`src/rtl/serial_sub.sv`:
```
// Bit-serial subtractor: d = a - b - bin, one bit per clock, LSB first.
// One full-subtractor cell plus borrow flop, operand shifters and a 3-state controller.
//
// state | meaning
// IDLE  | waiting for start; d/bo/ov hold the last result
// SHIFT | one difference bit per cycle, WIDTH cycles
// DONE  | one-cycle done pulse; d/bo/ov freshly loaded
module serial_sub #(
    parameter int WIDTH = 8
) (
    input  logic             clk,
    input  logic             rst,
    input  logic             start,
    input  logic [WIDTH-1:0] a,
    input  logic [WIDTH-1:0] b,
    input  logic             bin,
    output logic [WIDTH-1:0] d,
    output logic             bo,
    output logic             ov,
    output logic             busy,
    output logic             done
);

    localparam int CW = $clog2(WIDTH) + 1;

    typedef enum logic [1:0] {
        IDLE  = 2'd0,
        SHIFT = 2'd1,
        DONE  = 2'd2
    } state_t;

    state_t           state;
    state_t           state_n;

    logic [WIDTH-1:0] a_sh;
    logic [WIDTH-1:0] b_sh;
    logic [WIDTH-1:0] res;
    logic [WIDTH-1:0] res_n;
    logic             br;
    logic             br_n;
    logic             diff_bit;
    logic             a_msb;
    logic             b_msb;
    logic             last;
    logic [CW-1:0]    cnt;

    // Full-subtractor cell on the current LSBs of the operand shifters.
    always_comb begin
        diff_bit = a_sh[0] ^ b_sh[0] ^ br;
        br_n     = (~a_sh[0] & b_sh[0]) | (~(a_sh[0] ^ b_sh[0]) & br);
        res_n    = {diff_bit, res[WIDTH-1:1]};
        last     = (cnt == CW'(WIDTH - 1));
    end

    always_ff @(posedge clk) begin
        if (rst) begin
            state <= IDLE;
        end else begin
            state <= state_n;
        end
    end

    always_comb begin
        state_n = state;
        busy    = 1'b0;
        done    = 1'b0;
        case (state)
            IDLE: begin
                if (start) begin
                    state_n = SHIFT;
                end
            end
            SHIFT: begin
                busy = 1'b1;
                if (last) begin
                    state_n = DONE;
                end
            end
            DONE: begin
                done    = 1'b1;
                state_n = IDLE;
            end
            default: begin
                state_n = IDLE;
            end
        endcase
    end

    always_ff @(posedge clk) begin
        if (rst) begin
            a_sh  <= '0;
            b_sh  <= '0;
            res   <= '0;
            br    <= 1'b0;
            cnt   <= '0;
            a_msb <= 1'b0;
            b_msb <= 1'b0;
            d     <= '0;
            bo    <= 1'b0;
            ov    <= 1'b0;
        end else begin
            case (state)
                IDLE: begin
                    if (start) begin
                        a_sh  <= a;
                        b_sh  <= b;
                        br    <= bin;
                        cnt   <= '0;
                        a_msb <= a[WIDTH-1];
                        b_msb <= b[WIDTH-1];
                    end
                end
                SHIFT: begin
                    a_sh <= a_sh >> 1;
                    b_sh <= b_sh >> 1;
                    br   <= br_n;
                    res  <= res_n;
                    cnt  <= cnt + CW'(1);
                    // Publish on the final bit so d/bo/ov are valid throughout DONE.
                    if (last) begin
                        d  <= res_n;
                        bo <= br_n;
                        ov <= (a_msb != b_msb) && (diff_bit != a_msb);
                    end
                end
                default: begin
                end
            endcase
        end
    end

endmodule

```
`config.mk`:
```
export PLATFORM = sky130hd
export DESIGN_NAME = serial_sub
export DESIGN_NICKNAME = d
export VERILOG_FILES = /design/src/rtl/serial_sub.sv
export SDC_FILE = /design/constraint.sdc
export NUM_CORES = 1
export LEC_CHECK = 0
export ABC_CLOCK_PERIOD_IN_PS = 3970
export BUFFER_PORTS_ARGS = -buffer_cell sky130_fd_sc_hd__buf_4
export CORE_MARGIN = 8
export CORE_UTILIZATION = 62
export CTS_BUF_LIST = sky130_fd_sc_hd__clkbuf_4 sky130_fd_sc_hd__clkbuf_8
export CTS_CLUSTER_SIZE = 25
export DETAILED_ROUTE_END_ITERATION = 6
export PLACE_DENSITY = 0.87
export SLEW_MARGIN = 20
export SYNTH_ARGS = -nofsm -noshare
export SYNTH_HDL_FRONTEND = slang
export SYNTH_SLANG_ARGS = --single-unit
```
`constraint.sdc`:
```
create_clock -name clk -period 3.97 [get_ports clk]
set_clock_uncertainty 0.15 [all_clocks]
set_input_delay 0.794 -clock clk [delete_from_list [all_inputs] [get_ports clk]]
set_output_delay 0.794 -clock clk [all_outputs]
set_load 0.03 [all_outputs]
```
==> Yosys cells after proc, flatten, opt, wreduce, memory -nomap -nowiden <==
Index checks and enable logic that the tools add are counted.
{ "word_totals": {"register_bits": 43, "inputBits": 20} }
{ "classes": {"add_sub_neg": 1, "n_eq_ne": 7, "muxes": 13, "n_bitwise": 7, "n_reduce_logical": 7} }
{ "op_table": {"columns": ["cell", "n"], "rows": [
  ["8-bit one-hot mux with 2 select lines", 2],
  ["8-bit 2-to-1 mux", 2],
  ["4-bit one-hot mux with 2 select lines", 1],
  ["2-bit AND reduction", 4],
  ["4-bit by 1-bit adder with 4-bit output, second input constant", 1],
  ["4-bit by 3-bit equality test with 1-bit output, second input constant", 1],
  ["2-bit 2-to-1 mux", 2],
  ["4-bit 2-to-1 mux", 1],
  ["2-bit inequality test, second input constant", 2],
  ["2-bit one-hot mux with 2 select lines", 1],
  ["1-bit 2-to-1 mux", 3],
  ["1-bit bitwise AND", 2],
  ["2-bit by 1-bit equality test with 1-bit output, second input constant", 1],
  ["2-bit equality test, second input constant", 1],
  ["2-bit zero test", 1],
  ["1-bit inequality test", 2],
  ["1-bit inverter", 2],
  ["1-bit one-hot mux with 2 select lines", 1],
  ["2-bit nonzero test", 1],
  ["1-bit XOR", 2],
  ["1-bit logical AND", 1],
  ["1-bit bitwise OR", 1]
]} }

==> Logic depth before layout (Yosys ltp) <==
{ "logic_depth": {"depth_word": 5, "depth_mapped": 5, "depth_no_buf": 5} }

==> Worst setup path before layout <==
No wires, ideal clock.
{ "synth_timing": {"kind": "flip-flop to output port", "start": "register state[1]", "end": "output port done", "arrival_ns": 1.068, "t_required_ns": 3.026, "slack_ns": 1.958, "path_stages_with_launch": 4, "cell_sequence": "dfxtp_1 -> inv_1 -> clkbuf_1 -> nor2_1"} }
{ "synth_via": {"elab_chain_len": 2} }
{ "synth_rtl": {"columns": ["element", "line_no", "source"], "rows": [
  ["start, declared", "32", "state_t state;"],
  ["start signal, assigned", "59", "state <= state_n;"],
  ["2-bit equality test", "67", "case (state)"],
  ["1-bit 2-to-1 mux", "67", null],
  ["end, declared", "21", "output logic done"]
]} }
No other way between the ends.

==> Worst setup path after layout <==
{ "layout_timing": {"start": "register state[0]", "end": "output port busy"} }
{ "layout_via": {"elab_chain_len": 2} }
{ "layout_rtl": {"columns": ["element", "line_no", "source"], "rows": [
  ["2-bit by 1-bit equality test with 1-bit output", "67", null],
  ["1-bit 2-to-1 mux", "67", null],
  ["end, declared", "20", "output logic busy,"]
]} }
No other way between the ends.

==> qor.csv <==
metric,value,unit
status,finished clean,
worst slew pin tran,755,ps
vias in the first global route,1560,
power density cells,396,nW/µm²
TritonRoute pass-1 iters,4,
multiplexer share of the synthesized area,0,%
crit start category,flip-flop,
largest area contributor in the netlist,dfxtp_1,
antenna violations before repair,0,
IO buf count,31,
kind of critical path,reg -> out,
"Async S/R FF share, synth",0,%
sequential share of the synthesized area,45.3,%
vias per cell,5.99,
H-tree levels,2,
"Top FF cell, synth",dfxtp_1,
Final setup viols,0,
diode count,0,
sequential cell area,841,µm²
Die Width,70.7,µm
post-CTS sizing,0,
Reg2Reg Setup Slack,1890,ps
number of enable flip-flop cells after synthesis,0,
Final Hold Viols,0,
Die Area,5000,µm²
area of the multi-input gates,888,µm²
"non-filler cells, final",274,
synthesized area,1860,µm²
TritonCTS clock tree,built,
pin count of the biggest net entering global routing,42,
Root Driver,clkbuf_4,
drt total wl,4000,µm
#FFs+latches synth,42,
Synth warnings,0,
top post-synthesis cells by area,"dfxtp_1 45%, a21oi_1 8.4%, a211oi_1 4.9%, nand2_1 3.8%, nor2_1 3.8%",
Initial Util,62.9,%
DP Cell Count,266,
Lkg Pwr,0.811,nW
share of cells above drive strength 1,20.3,%
total grt overflow,0,
CP Capture Type,output port,
post-layout util,71.7,%
largest family of logic cells by synthesized area,compound AO/OA/AOI/OAI gates,
vias,1641,
"Cell Area, Placed",2030,µm²
Area Overhead vs Synth,13.9,%
"Avg Cell Area, Syn",8.48,µm²
drt first-iter violations,173,
worst path required time,3030,ps
final instance area,2120,µm²
share of Yosys cell area claimed by the top area cell type,45.3,%
Peak supply drop,251,µV
"antenna viol nets, final",0,
Post-Synth Adder-Cell Area,1.75,%
"Setup Fix Bufs, Post-CTS",0,
hold buffer count at cts,0,
clk sink count,42,
dpl hpwl,2630,µm
Synth Area in Simple Gates,19.3,%
Max clock buf depth,2,
Num CTS Buffers,5,
Placer Congestion,0.759,
Final Cycle Share,76.4,%
min-delay worst type,reg -> reg,
crit-path max FO,24,
Setup TNS,0,ps
core area,2950,µm²
clk_lat worst skew,360,ps
clock-pin slew on the worst setup and hold paths,130,ps
IO Pins,32,
compound-gate portion of the synthesized area,26.8,%
most frequent cell after synthesis,dfxtp_1,
Peak Freq,0.330,GHz
Commonest cells post-synth,"42 x dfxtp_1, 31 x a21oi_1, 19 x nand2_1, 19 x nor2_1, 13 x o21ai_0",
DIE HEIGHT,70.7,µm
Synth Net Count,241,
GRT Total Usage,16.5,%
Synth cell types,39,
max cap viols,0,
min cycle time layout,3030,ps
Slew HR,49.6,%
Routed WL per cell,14.6,µm
Final Max Tran Viols,0,
RSZ-0062 raised after global routing,false,
first-pass GRT wire length,6840,µm
DRC,0,
row count,20,
FILL cells,252,
Crit path arrival time,2090,ps
XOR/XNOR share of the synthesized area,0,%
NumNets Final,262,
Gate Count Post-Synth,219,
-- layer usage --
| layer | global-route usage (%) | up-vias | part of all wire (%) |
|---|---|---|---|
| met5 | 0 | - | 0 |
| met4 | 4.16 | 0 | 1.1 |
| met1 | 19.5 | 770 | 45 |
| met3 | 5.51 | 4 | 5.3 |
| met2 | 27.8 | 38 | 48 |
| li1 | - | 829 | - |
-- critical path, stage by stage, from the launching register on --
cell	delay, ps
dfxtp_1	830
nand2b_4	290
inv_2	360
buf_4	230
-- where the power goes --
group / internal (W) / switching [W]
Combinational: 0.0000456 / 0.0000541
Clock: 0.000140 / 0.000142
Sequential: 0.000441 / 0.0000159
-- placed cells by master (no fill, tap or decap), types with 2 or more instances in the layout --
master / synthesis / final
a211oi_1: 12 / 12
a21oi_1: 31 / 31
buf_4: 2 / 31
clkbuf_4: 0 / 6
dfxtp_1: 42 / 42
inv_1: 7 / 7
nand2_1: 19 / 19
nand2b_1: 4 / 4
nand3_1: 10 / 10
nor2_1: 19 / 19
nor2b_1: 4 / 4
nor3_1: 3 / 3
nor3b_1: 2 / 2
o21ai_0: 13 / 13
o221ai_1: 3 / 3
o22ai_1: 6 / 6
o2bb2ai_1: 4 / 4
or3b_2: 5 / 5
-- per-stage QoR --
step / power [W] / hold slack (ps) / worst slack [ps]
after detailed placement: 0.000565 / 305 / 1360
final: 0.000838 / 329 / 936
after global routing: 0.000874 / 353 / 782
after global placement: 0.000562 / 296 / 1390
after floorplan: 0.000539 / 287 / 1960
after CTS: 0.000842 / 324 / 938
-- worst paths after layout --
kind | to | cells past startpoint | startpoint
hold / removal | res[1] | 2 | res[1]
setup reg to reg | bo | 4 | state[0]
hold reg to reg | res[1] | 2 | res[1]
setup / recovery | busy | 3 | state[0]
-- cells by family (layout without fill, tap and decap cells) --
family / Yosys count / after routing
buf+inv: 25 / 47
compound gates: 79 / 79
simple gates: 71 / 71
fa+ha+maj: 2 / 2
flops: 42 / 42
-- registers in the layout (all words and copies together), names as in the netlist, 2 cells and up --
name and cells:
state 2, cnt 4, res 7, b_sh 8, d 8, a_sh 8
-- cell type report --
class	count	share of cell area [%]
multi-input combinational	152	42.0
sequential	42	39.7
timing repair buffer	31	11.0
clock buffer	6	2.13
tap	33	1.95
clock inverter	2	1.77
inverter	8	1.42
No activity file was read; power rests on OpenSTA's default activity.
